==> config.mk <==
export PLATFORM = sky130hd
export DESIGN_NAME = mf8_ram_arbiter
export DESIGN_NICKNAME = d
export VERILOG_FILES = /design/src/rtl/mf8_pkg.sv /design/src/rtl/mf8_arb_pick.sv /design/src/rtl/mf8_ram_arbiter.sv
export SDC_FILE = /design/constraint.sdc
export NUM_CORES = 1
export LEC_CHECK = 0
export BUFFER_PORTS_ARGS = -buffer_cell sky130_fd_sc_hd__buf_2
export CAP_MARGIN = 20
export CORE_UTILIZATION = 44
export DETAILED_ROUTE_END_ITERATION = 7
export PLACE_DENSITY = 0.8
export SYNTH_ARGS = -nofsm -noshare
export SYNTH_HDL_FRONTEND = slang
export SYNTH_SLANG_ARGS = --single-unit
==> constraint.sdc <==
create_clock -name Clk -period 1.5 [get_ports Clk]
set_input_delay 0.225 -clock Clk [delete_from_list [all_inputs] [get_ports Clk]]
set_output_delay 0.225 -clock Clk [all_outputs]
set_load 0.01 [all_outputs]
==> src/rtl/mf8_pkg.sv <==
// Shared definitions for the mf8 RAM arbiter: FSM state encoding and master indices.
package mf8_pkg;

    // Arbiter FSM states
    typedef enum logic [1:0] {
        ARB_IDLE = 2'd0,
        ARB_BUSY = 2'd1,
        ARB_ACK  = 2'd2
    } arb_state_e;

    // Master index constants (also used as the grant / last-grant encoding)
    localparam logic ARB_M0 = 1'b0;
    localparam logic ARB_M1 = 1'b1;

endpackage

==> src/rtl/mf8_arb_pick.sv <==
// Two-input grant select for the mf8 RAM arbiter.
// Build option: MF8_ARB_ROUND_ROBIN_EN selects round-robin tie breaking using
// the last-grant pointer; otherwise M0 always wins a tie and no pointer exists.
// The result is only meaningful when at least one request is high.
import mf8_pkg::*;

module mf8_arb_pick (
    input  logic req0,
    input  logic req1,
`ifdef MF8_ARB_ROUND_ROBIN_EN
    input  logic last,
`endif
    output logic gnt
);

    // Select the winning master index
    always_comb begin
        gnt = req0 ? ARB_M0 : ARB_M1;
`ifdef MF8_ARB_ROUND_ROBIN_EN
        // Tie: hand the grant to whichever master did not win last time
        if (req0 && req1) begin
            gnt = (last == ARB_M1) ? ARB_M0 : ARB_M1;
        end
`endif
    end

endmodule

==> src/rtl/mf8_ram_arbiter.sv <==
// mf8_ram_arbiter: shares one single-port data RAM between the mf8 core data
// port (M0) and a secondary master (M1). One access at a time:
// IDLE (arbitrate, latch request) -> BUSY (hold mem_req until mem_ready) ->
// ACK (one-cycle ack to the granted master) -> IDLE.
// Build option: MF8_ARB_ROUND_ROBIN_EN enables round-robin tie breaking.
import mf8_pkg::*;

module mf8_ram_arbiter #(
    parameter int AW = 16,
    parameter int DW = 8
) (
    input  logic          Clk,
    input  logic          Reset,
    input  logic          m0_req,
    input  logic          m0_we,
    input  logic [AW-1:0] m0_addr,
    input  logic [DW-1:0] m0_wdata,
    output logic          m0_ack,
    input  logic          m1_req,
    input  logic          m1_we,
    input  logic [AW-1:0] m1_addr,
    input  logic [DW-1:0] m1_wdata,
    output logic          m1_ack,
    output logic [DW-1:0] rdata,
    output logic          mem_req,
    output logic          mem_we,
    output logic [AW-1:0] mem_addr,
    output logic [DW-1:0] mem_wdata,
    input  logic [DW-1:0] mem_rdata,
    input  logic          mem_ready
);

    arb_state_e    state_q, state_d;
    logic          mem_req_q, mem_req_d;
    logic          mem_we_q, mem_we_d;
    logic [AW-1:0] mem_addr_q, mem_addr_d;
    logic [DW-1:0] mem_wdata_q, mem_wdata_d;
    logic          m0_ack_q, m0_ack_d;
    logic          m1_ack_q, m1_ack_d;
    logic [DW-1:0] rdata_q, rdata_d;
    logic          gnt_q, gnt_d;       // master owning the in-flight access
    logic          pick;               // arbitration result for this cycle
`ifdef MF8_ARB_ROUND_ROBIN_EN
    logic          last_q, last_d;     // master granted most recently
`endif

    mf8_arb_pick u_pick (
        .req0 (m0_req),
        .req1 (m1_req),
`ifdef MF8_ARB_ROUND_ROBIN_EN
        .last (last_q),
`endif
        .gnt  (pick)
    );

    // Next-state and datapath: latch winner in IDLE, wait in BUSY, pulse ack in ACK
    always_comb begin
        state_d     = state_q;
        mem_req_d   = mem_req_q;
        mem_we_d    = mem_we_q;
        mem_addr_d  = mem_addr_q;
        mem_wdata_d = mem_wdata_q;
        rdata_d     = rdata_q;
        gnt_d       = gnt_q;
        m0_ack_d    = 1'b0;
        m1_ack_d    = 1'b0;
`ifdef MF8_ARB_ROUND_ROBIN_EN
        last_d      = last_q;
`endif
        case (state_q)
            ARB_IDLE: begin
                if (m0_req || m1_req) begin
                    state_d     = ARB_BUSY;
                    gnt_d       = pick;
                    mem_req_d   = 1'b1;
                    mem_we_d    = (pick == ARB_M1) ? m1_we    : m0_we;
                    mem_addr_d  = (pick == ARB_M1) ? m1_addr  : m0_addr;
                    mem_wdata_d = (pick == ARB_M1) ? m1_wdata : m0_wdata;
`ifdef MF8_ARB_ROUND_ROBIN_EN
                    last_d      = pick;
`endif
                end
            end
            ARB_BUSY: begin
                // mem_ready only matters here; stray pulses elsewhere fall through
                if (mem_ready) begin
                    state_d   = ARB_ACK;
                    mem_req_d = 1'b0;
                    if (!mem_we_q) begin
                        rdata_d = mem_rdata;
                    end
                    m0_ack_d = (gnt_q == ARB_M0);
                    m1_ack_d = (gnt_q == ARB_M1);
                end
            end
            ARB_ACK: begin
                state_d = ARB_IDLE;
            end
            default: begin
                state_d   = ARB_IDLE;
                mem_req_d = 1'b0;
            end
        endcase
    end

    // State registers with synchronous reset; reset abandons any in-flight access
    always_ff @(posedge Clk) begin
        if (Reset) begin
            state_q     <= ARB_IDLE;
            mem_req_q   <= 1'b0;
            mem_we_q    <= 1'b0;
            mem_addr_q  <= '0;
            mem_wdata_q <= '0;
            rdata_q     <= '0;
            gnt_q       <= ARB_M0;
            m0_ack_q    <= 1'b0;
            m1_ack_q    <= 1'b0;
`ifdef MF8_ARB_ROUND_ROBIN_EN
            last_q      <= ARB_M1;
`endif
        end else begin
            state_q     <= state_d;
            mem_req_q   <= mem_req_d;
            mem_we_q    <= mem_we_d;
            mem_addr_q  <= mem_addr_d;
            mem_wdata_q <= mem_wdata_d;
            rdata_q     <= rdata_d;
            gnt_q       <= gnt_d;
            m0_ack_q    <= m0_ack_d;
            m1_ack_q    <= m1_ack_d;
`ifdef MF8_ARB_ROUND_ROBIN_EN
            last_q      <= last_d;
`endif
        end
    end

    assign mem_req   = mem_req_q;
    assign mem_we    = mem_we_q;
    assign mem_addr  = mem_addr_q;
    assign mem_wdata = mem_wdata_q;
    assign m0_ack    = m0_ack_q;
    assign m1_ack    = m1_ack_q;
    assign rdata     = rdata_q;

endmodule

Word level (Yosys, flattened, before mapping)
Cells that the tools add are included.
Cells by class
  reductions and logical operators: 7
  muxes and demuxes: 10
  bitwise logic cells: 5
  equality and inequality tests: 4
Operators by type and width (count)
  two-way mux 16 bit: 1
  two-way mux 8 bit: 1
  AND reduction 3 bit: 2
  inverter 1 bit: 5
  two-way mux 1 bit: 4
  two-way mux 2 bit: 2
  != test 2 bit (second input constant): 2
  one-hot mux 2 bit (2 select lines): 1
  AND reduction 2 bit: 2
  one-hot mux 1 bit (3 select lines): 1
  OR reduction 3 bit: 1
  equality test 2 x 1 -> 1 bit (second input constant): 1
  equality test 2 bit (second input constant): 1
  logical NOT 2 bit: 1
  logical OR 1 bit: 1
Storage, ports and cells
  flip-flop bits (word level): 39
  output and inout bits: 36
  input port bits: 63
  logic and storage cells: 35

Longest topological paths before layout
Gate-level depths: netlist of run 1.
  depth after elaboration: 3
  mapped depth: 6
  mapped depth without buffers: 3

By module
A second synthesis of run 1 with hierarchy kept.
Second synthesis, totals
  cell total of the unflattened synthesis: 164
  area, all modules: 1778.0 µm²
Modules (own cells, without submodules)
  mf8_ram_arbiter: cells an instance 163, sequential area each 780.7 µm², area an instance 1774.2 µm², instances 1
  mf8_arb_pick: cells an instance 1, sequential area each 0.0 µm², area an instance 3.8 µm², instances 1

Worst setup path after synthesis of run 1
OpenSTA, ideal clock, no wires.
  path kind: input to register
  from: in m0_req
  to: reg mem_addr_q[1], in the netlist mem_addr[1]
  path slack: 0.241 ns
  arrival: 1.113 ns
  path buffers: 3
  library setup time: 0.146 ns
  required time: 1.354 ns
  stages: 6
  cells stage by stage: buf_6 -> or2_1 -> buf_2 -> buf_2 -> a21oi_1 -> a211oi_2
Between the ends
  cells in the longest elaborated chain, start to end: 2
  elaborated cells between the ends (all ways): 3
  classes of those cells: mux: 1; reduce/logical: 2
Ends and longest elaborated chain
  from (decl): line mf8_ram_arbiter.sv:14  | input logic m0_req,
  logical OR 1 bit: line mf8_ram_arbiter.sv:72  | if (m0_req || m1_req) begin
  AND reduction 2 bit (no source line)
  to (signal assigned): line mf8_ram_arbiter.sv:125  | mem_addr_q <= mem_addr_d;
  to (decl): line mf8_ram_arbiter.sv:36  | logic [AW-1:0] mem_addr_q, mem_addr_d;
Several ways; a longest one is shown, not always the timed one.
A chain may end at the register's enable or synchronous reset.

Final worst setup path of run 1
  from: reg state_q[1]
  to: reg mem_addr_q[2], in the netlist mem_addr[2]
Between the ends
  cells in the longest elaborated chain, start to end: 2
Ends and longest elaborated chain
  from (decl): line mf8_ram_arbiter.sv:33  | arb_state_e state_q, state_d;
  from (signal assigned): line mf8_ram_arbiter.sv:122  | state_q <= state_d;
  logical NOT 2 bit: line mf8_ram_arbiter.sv:70  | case (state_q)
  AND reduction 2 bit (no source line)
Every way passes these cells.

==> out/metrics.yaml, run 1 <==
drc: 0
seq_area_frac_synth_pct: 44.5
postCtsSetupBuffers: 0
drtIter0Drc: 78
crit_arrival_ns: 1.49
hold_buffers: 0
synth_cells: 162
place_hpwl_microns: 3000
cp-end-kind: "flop"
die_width_microns: 65.2
antenna_cells: 0
rsz0062_at_grt: "no"
pwr-share-comb_pct: 24.5
cts.sinks: 39
setup_tns_ns: 0
viasPerCell: 5.03
drtPass1Iterations: 4
status: "completed"
p_per_area_nw_per_um2: 1030
hold_class: "input port to flop"
cellLeakagePower_nw: 1.14
cts_buffers: 5
irDropWorstVdd_mv: 0.703
period_needed_ns: 1.33
cts.repair.resized: 0
syn_area_sq_um: 1760
synth.distinct_cells: 17
slew_headroom_pct: 72.5
drive_gt1_share_pct: 52.3
wl_met2_microns: 1830
area_growth_pct: 35.1
switching_share_pct: 28.5
clk_latency_ns: 0.28
grt_pass1_vias: 1416
setup_viol: 0
p_sw_w: 0.000695
final_nets: 324
cp_data_required_time_ns: 1.66
place.gp.congestion: 0.727
dieArea_sq_um: 4250
finalMaxSlewViolations: 0
clockBufferDepth: 2
max_freq_ghz: 0.754
grt_overflow_total: 0
die_h_microns: 65.2
cap_violations: 0
grt_first_pass_wirelength_microns: 6200
routed.top_layer: "met4"
fin_crit_sh_pct: 88.5
p_seq_share_pct: 48.6
p_int_w: 0.00175
core-area_sq_um: 3740
dr_wl_met3_microns: 338
portBuffers: 98
tightest_slew_ns: 0.413
hold_viol: 0
synth-seq-cells: 39
ant_nets: 0
fin_ws_ns: 0.173
syn_avg_cell_area_sq_um: 10.8
antenna_found_initial: 0
root_buffer: "clkbuf_8"
detailedPlace.worstSlack_ns: 0.0934
cts_tree: "done"
htreeDepth: 2
skew_ns: 0.00782
top_level_ports: 99
vias: 1560
cts.clk_slew.worst_paths_ns: 0.07
worst_setup_path_start_kind: "flop"
grt_max_degree: 29
initial_core_util_pct: 46.9
synth_nets: 225
met1_length_microns: 1740
critPathKind: "flop to flop"
wl_per_cell_microns: 12.7
rows: 22
synth_warnings: 0
pwr-share-clk_pct: 27.0
fin_hold_ws_ns: 0.151
wirelength_microns: 3950
crit_fanout: 12
grt_usage_pct: 19.4
## power groups by stage
stage / clock network (W) / logic (W) / registers [W]
final: 0.000658 / 0.000598 / 0.00119
after global routing: 0.000742 / 0.000648 / 0.00120
after CTS: 0.000670 / 0.000606 / 0.00119
after detailed placement: 0 / 0.000606 / 0.00121
after global placement: 0 / 0.000591 / 0.00121
after floorplan: 0 / 0.000340 / 0.00125
## cell families after synthesis
family | synth area share (%)
AOI/OAI and AO/OA | 25.2
buffers and inverters | 6.06
DFF | 44.5
muxes | 18.8
and+or+nand+nor | 5.42
## per-layer routing
| metal | vias up | track usage, % |
|---|---|---|
| li1 | 790 | - |
| met1 | 703 | 22.2 |
| met2 | 65 | 33.0 |
| met3 | 2 | 7.12 |
| met4 | 0 | 6.52 |
| met5 | - | 0 |
## cell usage in the layout, fill, tap and decap left out, types with 2 or more instances in the layout
cell | netlist | final
clkbuf_8 | 0 | 5
mux2i_1 | 33 | 33
buf_4 | 1 | 11
a211oi_1 | 6 | 6
clkbuf_1 | 5 | 2
and2_1 | 2 | 2
dfxtp_1 | 39 | 39
a211oi_2 | 20 | 20
buf_2 | 7 | 98
a21oi_1 | 28 | 28
nor2_1 | 10 | 9
## final timing paths
path                                         startpoint                        to  slack, ns  cells past startpoint
worst min-delay path                              Reset   state_q[1]$_SDFFE_PP0P_       0.15                      2
worst max-delay path            state_q[1]$_SDFFE_PP0P_  mem_addr[2]$_SDFFE_PP0P_       0.17                      4
worst max register to register  state_q[1]$_SDFFE_PP0P_  mem_addr[2]$_SDFFE_PP0P_       0.17                      4
worst min register to register       gnt_q$_SDFFE_PP0P_         m0_ack$_SDFF_PP0_       0.44                      1
## Yosys cell counts
library cell | n | area, sq um
or2_1 | 1 | 6.26
mux2i_1 | 33 | 330
and2_1 | 2 | 12.5
nor3_1 | 1 | 5.00
clkbuf_1 | 5 | 18.8
nor3b_1 | 1 | 7.51
nor4bb_1 | 2 | 20.0
dfxtp_1 | 39 | 781
buf_4 | 1 | 7.51
a211oi_1 | 6 | 45.0
nor2b_1 | 1 | 6.26
buf_2 | 7 | 35.0
a211oi_2 | 20 | 250
buf_6 | 4 | 45.0
a21oi_1 | 28 | 140
nor2_1 | 10 | 37.5
o21a_1 | 1 | 7.51
## worst max-delay path, stage by stage (launching register included)
cell      delay (ns)
dfxtp_1         0.37
nor2_2          0.14
and2_1          0.32
buf_4           0.29
a211oi_2        0.09
## metrics by stage
step	instance area, sq um	util, %	instances	power (W)
after global placement	2290	61.2	302	0.00180
after CTS	2370	63.4	310	0.00246
after detailed placement	2290	61.2	302	0.00181
after floorplan	1760	-	162	0.00159
final	2370	63.4	310	0.00244
after global routing	2370	63.4	310	0.00259
## state kept, by name, summed over array words and instances (netlist names)
signal     flops
mem_we         1
m1_ack         1
mem_wdata      8
mem_req        1
state_q        2
gnt_q          1
m0_ack         1
mem_addr      16
rdata          8
## final cells by class
type | count | area [sq um]
Fill cell | 321 | 1370
Multi-Input combinational cell | 106 | 877
Sequential cell | 39 | 781
Timing Repair Buffer | 109 | 573
Clock buffer | 7 | 76.3
Tap cell | 48 | 60.1
Clock inverter | 1 | 5.00
Power figures use the tool's default switching activity.
==> inputs of run 2 (changes only) <==
Settings changed: ABC_AREA set to 1, CORE_UTILIZATION 44 to 46, SYNTH_HIERARCHICAL set to 1.
==> out/metrics.yaml, run 2 <==
most-common-layout-cells: "nand2_1 (140), buf_2 (98), nor2_1 (51)"
startpoint: "state_q[1]$_SDFFE_PP0P_"
portBuffers: 98  # unchanged
antenna_found_initial: 0  # unchanged
die_h_microns: 68.2  # +4.6%
top_level_ports: 99  # unchanged
hold_buffers: 0  # unchanged
cts.clk_slew.worst_paths_ns: 0.08  # about the same
syn_area_sq_um: 2010  # +15%
grt_pass1_vias: 1729  # +22%
rows: 23  # +4.5%
grt_max_degree: 52  # +79%
antenna_cells: 0  # unchanged
slew_headroom_pct: 67.5  # -5.0 points
yosysTopAreaCell: "dfxtp_1"
syn_avg_cell_area_sq_um: 6.19  # -43%
setup_viol: 0  # unchanged
clockBufferDepth: 2  # unchanged
synth_top_area_share_pct: 38.8  # -5.7 points
final_common_cell: "nand2_1"
cts_buffers: 5  # unchanged
drtPass1Iterations: 4  # unchanged
largest_reg_flops: 16  # unchanged
routed.top_layer: "met4"
hold_class: "input port to flop"
drc: 0  # unchanged
area_growth_pct: 27.7
place.gp.congestion: 0.756  # +4.1%
synth-seq-cells: 39  # unchanged
cts.repair.resized: 0  # unchanged
initial_core_util_pct: 49.3  # +2.4 points
place_area_sq_um: 2480  # +8.3%
dr_wl_met3_microns: 303  # -10%
crit_arrival_ns: 1.48  # about the same
root_buffer: "clkbuf_8"
synth_warnings: 6  # +6
final_nets: 482  # +49%
status: "completed"
grt_overflow_total: 0  # unchanged
wl_per_cell_microns: 9.19  # -28%
synth.most_common_cell: "nand2_1"
hold_viol: 0  # unchanged
worst_setup_path_start_kind: "flop"
seq_area_frac_synth_pct: 38.8  # -5.7 points
cp-end-kind: "flop"
skew_ns: 0.00933  # +0.00152 ns
dieArea_sq_um: 4650  # +9.4%
tightest_slew_ns: 0.488  # +0.0747 ns
period_needed_ns: 1.29  # -0.0379 ns
grt_usage_pct: 20.4  # +1.1 points
cp_data_required_time_ns: 1.69  # +0.03 ns
ys.flop_type: "dfxtp_1"
synth_cells: 325  # +100%
final_area_sq_um: 2570  # +8.3%
min_from: "Reset"
r2r.worst_path.cells: 5  # +1
finalPower_w: 0.00254  # +3.9%
viasPerCell: 4.43  # -12%
crit_fanout: 51  # +39
drive_gt1_share_pct: 32.9  # -19 points
core-area_sq_um: 4090  # +9.2%
cts_tree: "done"
cts.sinks: 39  # unchanged
grt_first_pass_wirelength_microns: 7030  # +13%
synth_nets: 388  # +72%
postCtsSetupBuffers: 0  # unchanged
whs_path_depth: 2  # unchanged
critPathKind: "flop to flop"
yosys-top-cells-area: "dfxtp_1 (39%), nand2_1 (26%), nor2_1 (9.5%)"
clk_latency_ns: 0.29  # about the same
cellLeakagePower_nw: 1.53  # +34%
htreeDepth: 2  # unchanged
yosys-top-cells-count: "nand2_1 (140), nor2_1 (51), dfxtp_1 (39), inv_1 (39), nor2_2 (24)"
synth_edf_count: 0  # unchanged
max_freq_ghz: 0.776  # +2.9%
synth.distinct_cells: 18  # +1
vias: 2082  # +33%
fin_crit_sh_pct: 85.9  # -2.5 points
cap_violations: 0  # unchanged
met1_length_microns: 1930  # +11%
finalMaxSlewViolations: 0  # unchanged
irDropWorstVdd_mv: 0.625  # -11%
drtIter0Drc: 94  # +21%
timing.rr.start: "state_q[1]$_SDFFE_PP0P_"
wirelength_microns: 4320  # +9.5%
wl_met2_microns: 2040  # +11%
synthArstFlopShare_pct: 0  # unchanged
rsz0062_at_grt: "no"
setup_tns_ns: 0  # unchanged
place_hpwl_microns: 3130  # +4.3%
die_width_microns: 68.2  # +4.6%
ant_nets: 0  # unchanged
p_per_area_nw_per_um2: 987  # -4.1%
==> run 2: path summary, 6_finish.rpt <==
kind              slack, ns                        end
setup reg to reg       0.21  mem_addr[12]$_SDFFE_PP0P_
hold / removal         0.16    state_q[1]$_SDFFE_PP0P_
setup / recovery       0.21  mem_addr[12]$_SDFFE_PP0P_
hold reg to reg        0.46          m0_ack$_SDFF_PP0_
==> run 2: stage by stage <==
step	util [%]	std cells	setup slack, ns	hold WS, ns
after floorplan	-	325	0.473	0.294
after global placement	60.7	462	0.267	0.449
after detailed placement	60.7	462	0.247	0.443
after CTS	62.9	470	0.191	0.144
after global routing	62.9	470	0.0514	0.154
final	62.9	470	0.211	0.156
==> run 2: layout make-up <==
cell class              instances  area (sq um)
clock buffers                   5          68.8
clock inverters                 3          20.0
flip-flops and latches         39           781
fillers                       392          1520
well taps                      50          62.6
multi-input cells             232           975
repair buffers                100           505
inverters                      41           158
==> run 2: logic make-up (layout without fill, tap and decap cells) <==
group | after synthesis | after routing | share of synthesized area, %
AOI/OAI and AO/OA | 2 | 2 | 0.497
buffers and inverters | 54 | 149 | 12.8
DFF | 39 | 39 | 38.8
and+or+nand+nor | 230 | 230 | 47.9
==> run 2: power by group <==
group	total [W]	switching (W)	internal [W]
sequential	0.00119	0.0000501	0.00114
clock	0.000697	0.000374	0.000323
combinational	0.000651	0.000388	0.000263
==> run 2: metal layers <==
metal	up-vias	track usage, %
met5	-	0
met4	0	6.25
met3	6	7.00
met2	63	35.7
met1	887	23.1
li1	1126	-
==> run 2: critical path, cell delays in order (launching register included) <==
cell and delay, ns:
dfxtp_1 0.44, nor2_2 0.09, nand2_4 0.39, nand2_1 0.11, nand2_1 0.11, nor2_2 0.04
